### config.mk
export PLATFORM = sky130hd
export DESIGN_NAME = riscv_core_mdu
export DESIGN_NICKNAME = d
export VERILOG_FILES = /design/src/rtl/riscv_core_mdu_pkg.sv /design/src/rtl/riscv_core_mdu_div_iter.sv /design/src/rtl/riscv_core_mdu.sv
export SDC_FILE = /design/constraint.sdc
export NUM_CORES = 2
export LEC_CHECK = 0
export BUFFER_PORTS_ARGS = -buffer_cell sky130_fd_sc_hd__buf_2
export CAP_MARGIN = 10
export CORE_ASPECT_RATIO = 1.1
export CORE_MARGIN = 10
export CORE_UTILIZATION = 50
export DETAILED_ROUTE_END_ITERATION = 8
export PLACE_DENSITY_LB_ADDON = 0.08
export SLEW_MARGIN = 0
export SYNTH_ARGS = -nofsm -noshare
export SYNTH_HDL_FRONTEND = slang
export SYNTH_HIERARCHICAL = 1
export SYNTH_SLANG_ARGS = --single-unit
### constraint.sdc
create_clock -name i_mdu_clk -period 44.5 [get_ports i_mdu_clk]
set_clock_uncertainty 0.2 [all_clocks]
set_input_delay 8.9 -clock i_mdu_clk [delete_from_list [all_inputs] [get_ports i_mdu_clk]]
set_output_delay 8.9 -clock i_mdu_clk [all_outputs]
set_load 0.02 [all_outputs]
### src/rtl/riscv_core_mdu_pkg.sv
// rtl/riscv_core_mdu_pkg.sv - shared types and helpers for the M-extension multiply/divide unit
package riscv_core_mdu_pkg;

  typedef enum logic [2:0] {
    OP_MUL    = 3'b000,
    OP_MULH   = 3'b001,
    OP_MULHSU = 3'b010,
    OP_MULHU  = 3'b011,
    OP_DIV    = 3'b100,
    OP_DIVU   = 3'b101,
    OP_REM    = 3'b110,
    OP_REMU   = 3'b111
  } mdu_op_e;

  typedef enum logic [2:0] {ST_IDLE, ST_MUL, ST_DIV, ST_FIX, ST_DONE} mdu_state_e;

  function automatic logic is_div(input mdu_op_e op);
    return op inside {OP_DIV, OP_DIVU, OP_REM, OP_REMU};
  endfunction

  function automatic logic is_signed_a(input mdu_op_e op);
    return op inside {OP_MULH, OP_MULHSU, OP_DIV, OP_REM};
  endfunction

  function automatic logic is_signed_b(input mdu_op_e op);
    return op inside {OP_MULH, OP_DIV, OP_REM};
  endfunction

  function automatic logic [63:0] sext32(input logic [31:0] v);
    return {{32{v[31]}}, v};
  endfunction

endpackage

### src/rtl/riscv_core_mdu_div_iter.sv
// rtl/riscv_core_mdu_div_iter.sv - combinational non-restoring divide step, DIV_BITS quotient bits
module riscv_core_mdu_div_iter #(
  parameter int XLEN     = 64,
  parameter int DIV_BITS = 1
) (
  input  logic [XLEN:0]   rem,
  input  logic [XLEN-1:0] qd,
  input  logic [XLEN-1:0] divisor,
  output logic [XLEN:0]   rem_next,
  output logic [XLEN-1:0] qd_next
);

  logic [XLEN:0]   r;
  logic [XLEN:0]   sh;
  logic [XLEN-1:0] q;

  // qd holds the unconsumed dividend bits at the top and the quotient bits
  // shifted in at the bottom; the partial remainder wraps modulo 2^(XLEN+1).
  always_comb begin
    r  = rem;
    q  = qd;
    sh = '0;
    for (int i = 0; i < DIV_BITS; i++) begin
      sh = {r[XLEN-1:0], q[XLEN-1]};
      r  = r[XLEN] ? sh + {1'b0, divisor} : sh - {1'b0, divisor};
      q  = {q[XLEN-2:0], ~r[XLEN]};
    end
    rem_next = r;
    qd_next  = q;
  end

endmodule

### src/rtl/riscv_core_mdu.sv
// rtl/riscv_core_mdu.sv - iterative RV64M/RV32M multiply/divide unit with valid/ready handshakes
// Optional divide/remainder pairing cache: RISCV_CORE_MDU_REM_CACHE_EN.
module riscv_core_mdu
  import riscv_core_mdu_pkg::*;
#(
  parameter int XLEN     = 64,
  parameter int MUL_BITS = 2,
  parameter int DIV_BITS = 1,
  parameter int TAG_W    = 5
) (
  input  logic             i_mdu_clk,
  input  logic             i_mdu_rst,
  input  logic             i_mdu_flush,
  input  logic             i_mdu_in_valid,
  output logic             o_mdu_in_ready,
  input  logic [2:0]       i_mdu_funct3,
  input  logic             i_mdu_isword,
  input  logic [XLEN-1:0]  i_mdu_srcA,
  input  logic [XLEN-1:0]  i_mdu_srcB,
  input  logic [TAG_W-1:0] i_mdu_tag,
  output logic             o_mdu_out_valid,
  input  logic             i_mdu_out_ready,
  output logic [XLEN-1:0]  o_mdu_result,
  output logic [TAG_W-1:0] o_mdu_tag,
  output logic             o_mdu_div_by_zero,
  output logic             o_mdu_overflow
);

  localparam int CW = $clog2(XLEN + 1);
  localparam logic [CW-1:0] MUL_LAST_W = CW'((32 + MUL_BITS - 1) / MUL_BITS - 1);
  localparam logic [CW-1:0] MUL_LAST_X = CW'((XLEN + MUL_BITS - 1) / MUL_BITS - 1);
  localparam logic [CW-1:0] DIV_LAST_W = CW'(32 / DIV_BITS - 1);
  localparam logic [CW-1:0] DIV_LAST_X = CW'(XLEN / DIV_BITS - 1);

  function automatic logic [XLEN-1:0] sx(input logic [31:0] v);
    logic [63:0] t;
    t = sext32(v);
    return t[XLEN-1:0];
  endfunction

  function automatic logic [XLEN-1:0] zx(input logic [31:0] v);
    logic [XLEN-1:0] t;
    t = '0;
    t[31:0] = v;
    return t;
  endfunction

  mdu_state_e        state;
  mdu_op_e           op_q, op_in;
  logic              w32_q, neg_q, neg_r;
  logic [CW-1:0]     cnt;
  logic [2*XLEN-1:0] mcand, acc, mul_pp, mul_p;
  logic [XLEN-1:0]   mplier, qd, qd_nx, dvsr, r_fix, q_s, r_s;
  logic [XLEN-1:0]   fix_q, fix_r, mul_res, fix_res;
  logic [XLEN:0]     rem, rem_nx;

  logic              w32_in, div_in, rem_in, sa, sb, ovf_in;
  logic [XLEN-1:0]   a_x, b_x, a_m, b_m, a_res, min_w;
  logic              fast_hit, fast_dbz, fast_ovf;
  logic [XLEN-1:0]   fast_res;
  logic              cache_hit;
  logic [XLEN-1:0]   cache_val;

  assign op_in          = mdu_op_e'(i_mdu_funct3);
  assign o_mdu_in_ready = (state == ST_IDLE);

  // Request decode: effective width, magnitudes and trivial-operand shortcuts.
  always_comb begin
    w32_in = i_mdu_isword || (XLEN == 32);
    div_in = is_div(op_in);
    rem_in = op_in inside {OP_REM, OP_REMU};
    sa     = is_signed_a(op_in) && (w32_in ? i_mdu_srcA[31] : i_mdu_srcA[XLEN-1]);
    sb     = is_signed_b(op_in) && (w32_in ? i_mdu_srcB[31] : i_mdu_srcB[XLEN-1]);
    a_x    = w32_in ? (sa ? sx(i_mdu_srcA[31:0]) : zx(i_mdu_srcA[31:0])) : i_mdu_srcA;
    b_x    = w32_in ? (sb ? sx(i_mdu_srcB[31:0]) : zx(i_mdu_srcB[31:0])) : i_mdu_srcB;
    a_m    = sa ? -a_x : a_x;
    b_m    = sb ? -b_x : b_x;
    a_res  = w32_in ? sx(i_mdu_srcA[31:0]) : i_mdu_srcA;
    min_w  = w32_in ? sx(32'h8000_0000) : {1'b1, {(XLEN-1){1'b0}}};
    ovf_in = div_in && is_signed_b(op_in) && (b_x == '1) && (a_x == min_w);

    fast_hit = 1'b1;
    fast_dbz = 1'b0;
    fast_ovf = 1'b0;
    fast_res = '0;
    if (cache_hit) begin
      fast_res = cache_val;
    end else if (div_in && (b_x == '0)) begin
      fast_dbz = 1'b1;
      fast_res = rem_in ? a_res : '1;
    end else if (ovf_in) begin
      fast_ovf = 1'b1;
      fast_res = rem_in ? '0 : a_res;
    end else if (!div_in && ((a_x == '0) || (b_x == '0))) begin
      fast_res = '0;
    end else begin
      fast_hit = 1'b0;
    end
  end

  riscv_core_mdu_div_iter #(.XLEN(XLEN), .DIV_BITS(DIV_BITS)) u_div_iter (
    .rem      (rem),
    .qd       (qd),
    .divisor  (dvsr),
    .rem_next (rem_nx),
    .qd_next  (qd_nx)
  );

  always_comb begin
    mul_pp = '0;
    for (int j = 0; j < MUL_BITS; j++)
      if (mplier[j]) mul_pp = mul_pp + (mcand << j);
    mul_p = neg_q ? -acc : acc;
    r_fix = rem[XLEN] ? rem[XLEN-1:0] + dvsr : rem[XLEN-1:0];
    q_s   = neg_q ? -qd : qd;
    r_s   = neg_r ? -r_fix : r_fix;
    fix_q = w32_q ? sx(q_s[31:0]) : q_s;
    fix_r = w32_q ? sx(r_s[31:0]) : r_s;
    if (op_q == OP_MUL) mul_res = w32_q ? sx(mul_p[31:0]) : mul_p[XLEN-1:0];
    else                mul_res = w32_q ? sx(mul_p[63:32]) : mul_p[2*XLEN-1:XLEN];
    if (!is_div(op_q))                      fix_res = mul_res;
    else if (op_q inside {OP_REM, OP_REMU}) fix_res = fix_r;
    else                                    fix_res = fix_q;
  end

`ifdef RISCV_CORE_MDU_REM_CACHE_EN
  logic            c_v, c_w32, c_signed, c_rem;
  logic [XLEN-1:0] c_a, c_b, c_q, c_r;

  assign cache_hit = c_v && div_in && (rem_in != c_rem) && (c_signed == is_signed_b(op_in)) &&
                     (c_w32 == w32_in) && (c_a == i_mdu_srcA) && (c_b == i_mdu_srcB);
  assign cache_val = rem_in ? c_r : c_q;

  // Entry is rebuilt on every iterating divide and becomes valid when it finishes.
  always_ff @(posedge i_mdu_clk) begin
    if (i_mdu_rst || i_mdu_flush) begin
      c_v <= 1'b0;
    end else if (state == ST_IDLE && i_mdu_in_valid && fast_hit && !div_in) begin
      c_v <= 1'b0;
    end else if (state == ST_IDLE && i_mdu_in_valid && !fast_hit && div_in) begin
      c_v      <= 1'b0;
      c_a      <= i_mdu_srcA;
      c_b      <= i_mdu_srcB;
      c_w32    <= w32_in;
      c_signed <= is_signed_b(op_in);
      c_rem    <= rem_in;
    end else if (state == ST_FIX) begin
      c_v <= is_div(op_q);
      c_q <= fix_q;
      c_r <= fix_r;
    end
  end
`else
  assign cache_hit = 1'b0;
  assign cache_val = '0;
`endif

  always_ff @(posedge i_mdu_clk) begin
    if (i_mdu_rst || i_mdu_flush) begin
      state             <= ST_IDLE;
      o_mdu_out_valid   <= 1'b0;
      o_mdu_result      <= '0;
      o_mdu_tag         <= '0;
      o_mdu_div_by_zero <= 1'b0;
      o_mdu_overflow    <= 1'b0;
    end else begin
      case (state)
        ST_IDLE: if (i_mdu_in_valid) begin
          op_q      <= op_in;
          w32_q     <= w32_in;
          neg_q     <= sa ^ sb;
          neg_r     <= sa;
          o_mdu_tag <= i_mdu_tag;
          mcand     <= {{XLEN{1'b0}}, b_m};
          mplier    <= a_m;
          acc       <= '0;
          rem       <= '0;
          qd        <= w32_in ? a_m << (XLEN - 32) : a_m;
          dvsr      <= b_m;
          if (fast_hit) begin
            state             <= ST_DONE;
            o_mdu_out_valid   <= 1'b1;
            o_mdu_result      <= fast_res;
            o_mdu_div_by_zero <= fast_dbz;
            o_mdu_overflow    <= fast_ovf;
          end else begin
            state <= div_in ? ST_DIV : ST_MUL;
            if (div_in) cnt <= w32_in ? DIV_LAST_W : DIV_LAST_X;
            else        cnt <= w32_in ? MUL_LAST_W : MUL_LAST_X;
          end
        end
        ST_MUL: begin
          acc    <= acc + mul_pp;
          mcand  <= mcand << MUL_BITS;
          mplier <= mplier >> MUL_BITS;
          if (cnt == '0) state <= ST_FIX;
          else           cnt   <= cnt - 1'b1;
        end
        ST_DIV: begin
          rem <= rem_nx;
          qd  <= qd_nx;
          if (cnt == '0) state <= ST_FIX;
          else           cnt   <= cnt - 1'b1;
        end
        ST_FIX: begin
          state             <= ST_DONE;
          o_mdu_out_valid   <= 1'b1;
          o_mdu_result      <= fix_res;
          o_mdu_div_by_zero <= 1'b0;
          o_mdu_overflow    <= 1'b0;
        end
        ST_DONE: if (i_mdu_out_ready) begin
          state           <= ST_IDLE;
          o_mdu_out_valid <= 1'b0;
        end
        default: state <= ST_IDLE;
      endcase
    end
  end

endmodule

* After elaboration in Yosys (flattened, before gate mapping)
Index checks and enable logic that the tools add are counted.
** Word-level totals
- Register bits after elaboration :: 601
** Operators by class
- Add/sub/neg operators :: 11
- Reduce and logical (&&, ||, !) cells :: 35
- Mux-type cells :: 71
- Bitwise gates (word level) :: 3
- Eq/ne operators :: 22
** Operator list (count)
- 2-to-1 mux 64 bit :: 26
- 2-to-1 mux 128 bit :: 5
- case mux 128 bit (2 select lines) :: 2
- case mux 64 bit (2 select lines) :: 3
- adder 128 bit :: 2
- negator 64 bit :: 4
- 2-to-1 mux 65 bit :: 2
- case mux 65 bit (2 select lines) :: 1
- zero test 64 bit :: 2
- negator 128 bit :: 1
- adder 65 x 64 -> 65 bit :: 1
- subtractor 65 x 64 -> 65 bit :: 1
- adder 64 bit :: 1
- equality test 64 bit :: 1
- equality test 64 bit, second input constant :: 1
- 2-to-1 mux 63 bit :: 1
- equality test 3 bit, second input constant :: 9
- 2-to-1 mux 7 bit :: 3
- 2-to-1 mux 1 bit :: 15
- AND reduction 3 bit :: 5
- case mux 7 bit (2 select lines) :: 1
- 2-to-1 mux 3 bit :: 4
- 2-to-1 mux 6 bit :: 2
- case mux 3 bit (4 select lines) :: 1
- other kinds (23) :: 48

* Logic depth before layout (Yosys ltp)
- Depth after elaboration :: 14
- Mapped depth :: 45
- Depth with buffers taken out :: 35

* Modules after synthesis
The synthesis kept the hierarchy.
** Modules (own cells, without submodules)
- riscv_core_mdu :: cells each 7470, instances 1, area an instance 58867.7 um^2, seq. area each 17296.6 um^2
- riscv_core_mdu_div_iter :: cells each 831, instances 1, area an instance 5684.2 um^2, seq. area each 0.0 um^2

* Least setup slack after synthesis
Ideal clock, no wire load.
- Path kind :: input port to flip-flop
- Start point :: input i_mdu_flush
- End point :: register acc[0], enable pin
- Setup time :: 1008 ps
- Arrival time :: 22957 ps
- Stages on the path :: 4
- Setup slack :: 20334 ps
- Path buffers :: 1
- Cells stage by stage :: or2_2 > clkbuf_1 > or3_1 > nor2_1
** On the way
- Cells in the longest elaborated chain, start to end :: 3
** Ends and longest elaborated chain
- start: declaration :: line riscv_core_mdu.sv:13 : input logic i_mdu_flush,
- logical OR 1 bit :: line riscv_core_mdu.sv:159 : if (i_mdu_rst || i_mdu_flush) begin
- inverter 1 bit (no line)
- AND reduction 3 bit (no line)
- end signal: assignment :: line riscv_core_mdu.sv:193 : acc <= acc + mul_pp;
- end: declaration :: line riscv_core_mdu.sv:52 : logic [2*XLEN-1:0] mcand, acc, mul_pp, mul_p;
Every way passes these cells.
A chain may end at the register's enable or synchronous reset.

* Worst setup path in the final report
- Start point :: input i_mdu_srcA[30]
- End point :: register o_mdu_result[42]
** On the way
- Cells in the longest elaborated chain, start to end :: 10
** Ends and longest elaborated chain
- start: declaration :: line riscv_core_mdu.sv:18 : input logic [XLEN-1:0] i_mdu_srcA,
- 2-to-1 mux 64 bit :: line riscv_core_mdu.sv:74 : a_x = w32_in ? (sa ? sx(i_mdu_srcA[31:0]) : zx(i_mdu_srcA[31:0])) : i_mdu_srcA;
- 2-to-1 mux 64 bit * :: line riscv_core_mdu.sv:74
- zero test 64 bit :: line riscv_core_mdu.sv:94 : end else if (!div_in && ((a_x == '0) || (b_x == '0))) begin
- logical OR 1 bit :: line riscv_core_mdu.sv:94
- logical AND 1 bit :: line riscv_core_mdu.sv:94
- 2-to-1 mux 1 bit :: line riscv_core_mdu.sv:94
- 2-to-1 mux 1 bit :: line riscv_core_mdu.sv:91 : end else if (ovf_in) begin
- 2-to-1 mux 1 bit :: line riscv_core_mdu.sv:88 : end else if (div_in && (b_x == '0)) begin
- inequality test 2 x 1 -> 1 bit (no line)
- AND reduction 3 bit (no line)
- end signal: assignment :: line riscv_core_mdu.sv:183 : o_mdu_result <= fast_res;
- end signal: assignment :: line riscv_core_mdu.sv:208 : o_mdu_result <= fix_res;
- end: declaration :: line riscv_core_mdu.sv:23 : output logic [XLEN-1:0] o_mdu_result,
Mark *: on every way between the ends. The rest lies on a longest branch, timed or not. The select of a mux whose other input is x is not followed.

==> key figures <==
Run status
  • Run status: complete, no violations

Floorplanning
  • Die width: 363 um
  • I/O Pins: 215
  • Core footprint: 128000 um2
  • Initial core utilization: 50.2%
  • Die Y: 397 um
  • Cell Rows: 138
  • Die area: 144000 um2

Placed design
  • DP HPWL: 213000 um
  • RePlAce Congestion: 1.02
  • Port Buffers: 214

GRT
  • Initial antenna violation count: 22
  • Gr usage total: 36.1%
  • Largest net degree at the start of global routing: 168
  • Vias in the first global route: 60064
  • First-pass GRT wire length: 396000 um
  • Total grt overflow: 0

Clock network
  • CTS tree: done
  • H-tree lvl count: 3
  • Clk sinks: 601
  • Hold Buf Count CTS: 0
  • Post-cts sizing count: 0
  • Post-CTS Setup Bufs: 0
  • CTS Buf Count: 78
  • Worst skew pair latency: 0.71 ns
  • Clock root buffer: clkbuf_16
  • CTS Buffer Depth: 3
  • Clock transition at the registers of the reported paths: 0.06 ns

Timing
  • Tcrit/Tclk final: 31.1%
  • Setup tns final: 0 ns
  • RSZ-0062 raised after global routing: no
  • Final Hold Fails: 0
  • Max-slew violations: 0
  • Hold_ws: 0.256 ns
  • Slew headroom: 11.0%
  • Crit path time final: 13.83 ns
  • Worst Tran Pin Value: 1.32 ns
  • Fmax achieved: 0.0723 GHz
  • Finish-stage setup viols: 0

Power
  • Switch Pwr: 0.693 mW
  • Clock power share: 35.7%
  • Leakage: 26.3 nW
  • Comb power frac: 28.9%
  • Reg power frac: 35.4%
  • PD cells: 28.1 nW/um2
  • Int Power: 1.23 mW
  • Sw frac: 36.0%
  • VDD IR max: 0.0324 mV

Setup path
  • Critical path class: input pin to flip-flop
  • Peak fanout along the critical path: 92
  • R2r setup slk: 33.92 ns
  • Crit path largest cell delay: 1.00 ns
  • CP delay by family, top: simple AND/OR/NAND/NOR gates
  • Crit path launch: i_mdu_srcA[30]
  • Startpoint Class: input pin
  • Worst EP arrival: 14.22 ns
  • WP buf/inv: 2
  • Slowest-stage cell, CP: nor4_1
  • CP Capture Type: flip-flop
  • Most frequent CP cell: nand4_1
  • RR Startpoint: mplier[0]$_DFFE_PP_
  • Critical-path cell list: buf_2 -> inv_1 -> nand4_1 -> nor4_1 -> nand4_1 -> a21oi_1 -> nand4_1 -> nor2b_1 -> o21ai_1 -> and2_1 -> o22a_4 -> nor2_1 -> a22o_1 -> o31a_1
  • Crit path required time: 44.89 ns

Run
  • MaxCap Viol Count: 0

Yosys
  • Leading area contributor after synthesis: edfxtp_1
  • Post-Synthesis Cells: 8301
  • Syn Nets: 8790
  • Asr flop ratio synth: 0%
  • Post-synthesis cell area: 64600 um2
  • Most frequent cell after synthesis: nor2_1
  • Area share of the largest cell type after synthesis: 24.5%
  • Synth area leaders: edfxtp_1 (24%), ha_1 (6.6%), a21oi_1 (6.4%)
  • Count of yosys warnings during synthesis: 6
  • Most frequent cells after synthesis: nor2_1 (862), nand2_1 (858), a21oi_1 (827)
  • Register area share after synthesis: 26.8%
  • EDFF count, synth: 526
  • Yosys cell types: 122
  • Register bit count reported by yosys: 601
  • Syn Area/Cell: 7.78 um2
  • Top FF cell, synth: edfxtp_1

Finish
  • Area growth syn-to-layout: 6.17%
  • Final nets: 8562
  • Fillers: 12591
  • Layout cells sized above 1: 7.57%
  • Area of the multi-input gates: 44100 um2
  • Reg area: 17300 um2

Detailed routing
  • WL per Instance: 27.7 um
  • Vias: 65227
  • Final WL: 272000 um
  • # DRC: 0
  • Antenna Violating Nets Remaining: 0
  • Initial DRC Count: 8238
  • Vias per Instance: 6.64
  • Drt first pass iters: 6

Min path
  • Hold Crit Class: flip-flop to flip-flop
  • HP Start: o_mdu_tag[4]$_SDFFE_PP0P_
-- layout make-up --
type / count / share of cell area, %
Timing Repair Buffer: 289 / 2.41
Tap cell: 1680 / 3.07
Sequential cell: 601 / 25.2
Multi-Input combinational cell: 6924 / 64.3
Antenna cell: 10 / 0.0365
Inverter: 179 / 0.980
Clock inverter: 51 / 0.847
Clock buffer: 95 / 3.09
-- cells by family (layout without fill, tap and decap cells) --
group	count (synthesis)	in the layout	synth area share, %
buffers and inverters	776	614	5.06
other	0	10	0
AOI/OAI and AO/OA	2675	2675	26.1
muxes	107	107	1.80
and+or+nand+nor	2977	2977	22.4
DFF	601	601	26.8
xor gates and xnor gates	817	817	11.1
adders and majority gates	348	348	6.79
-- metrics by stage --
stage	worst slack [ns]	util (%)	cells	total power [mW]	cell area [um2]
3_3_place_gp	30.35	51.2	9673	1.23	65800
3_5_place_dp	30.25	51.2	9673	1.23	65800
2_1_floorplan	20.33	-	8301	1.06	64600
4_1_cts	30.85	53.3	9819	1.91	68500
6_report	30.67	53.3	9829	1.92	68500
5_1_grt	30.57	53.3	9822	1.99	68500
-- state kept, by name, summed over array words and instances, names as in the netlist --
signal and flops:
rem 65, qd 64, o_mdu_result 64, o_mdu_div_by_zero 1, o_mdu_tag 5, state 3, acc 128, cnt 7
neg_r 1, neg_q 1, o_mdu_out_valid 1, mcand 128, dvsr 64, w32_q 1, op_q 3, o_mdu_overflow 1
mplier 64
-- final timing paths --
kind | end | cells past startpoint
hold reg to reg | o_mdu_tag[4]$_SDFFE_PP0P_ | 2
setup / recovery | o_mdu_result[42]$_SDFFE_PP0P_ | 14
hold / removal | o_mdu_tag[4]$_SDFFE_PP0P_ | 2
setup reg to reg | acc[121]$_SDFFCE_PN0P_ | 35
-- power by group through the flow --
stage / Clock [mW] / Sequential, mW / Combinational (mW)
2_1_floorplan: 0 / 0.674 / 0.385
3_3_place_gp: 0 / 0.690 / 0.535
3_5_place_dp: 0 / 0.690 / 0.537
4_1_cts: 0.693 / 0.678 / 0.541
5_1_grt: 0.713 / 0.681 / 0.600
6_report: 0.686 / 0.680 / 0.557
-- worst reg2reg max path: cells and delay by family (launching register included) --
| family | cells | cell delay (ns) |
|---|---|---|
| and+or+nand+nor | 9 | 2.11 |
| xor gates and xnor gates | 3 | 0.54 |
| DFF | 1 | 0.34 |
| AOI/OAI and AO/OA | 18 | 5.09 |
| buffers and inverters | 2 | 1.02 |
| adders and majority gates | 3 | 0.97 |
-- cells in the final DEF, fill, tap and decap left out, types with 74 or more instances in the layout --
| cell type | n |
|---|---|
| a211oi_1 | 78 |
| ha_1 | 343 |
| o211ai_1 | 77 |
| buf_2 | 213 |
| o21bai_1 | 90 |
| xnor2_1 | 380 |
| and3_1 | 125 |
| inv_1 | 177 |
| and2_1 | 180 |
| a21o_1 | 218 |
| nand2_1 | 857 |
| nand3_1 | 103 |
| edfxtp_1 | 526 |
| clkbuf_16 | 80 |
| a31oi_1 | 100 |
| o31ai_1 | 112 |
| a21oi_1 | 824 |
| nand2b_1 | 85 |
| o21ai_0 | 647 |
| nand4_1 | 143 |
| nor2_1 | 857 |
| dfxtp_1 | 74 |
| or3_1 | 79 |
| xor2_1 | 437 |
| buf_4 | 75 |
| nor3_1 | 174 |
-- metal layers --
metal  routed length [um]  GRT usage (%)
met2               116000           54.3
met5                   86              0
met4                18900           21.2
met3                26200           7.48
met1               111000           47.5
No activity file was read; power rests on OpenSTA's default activity.
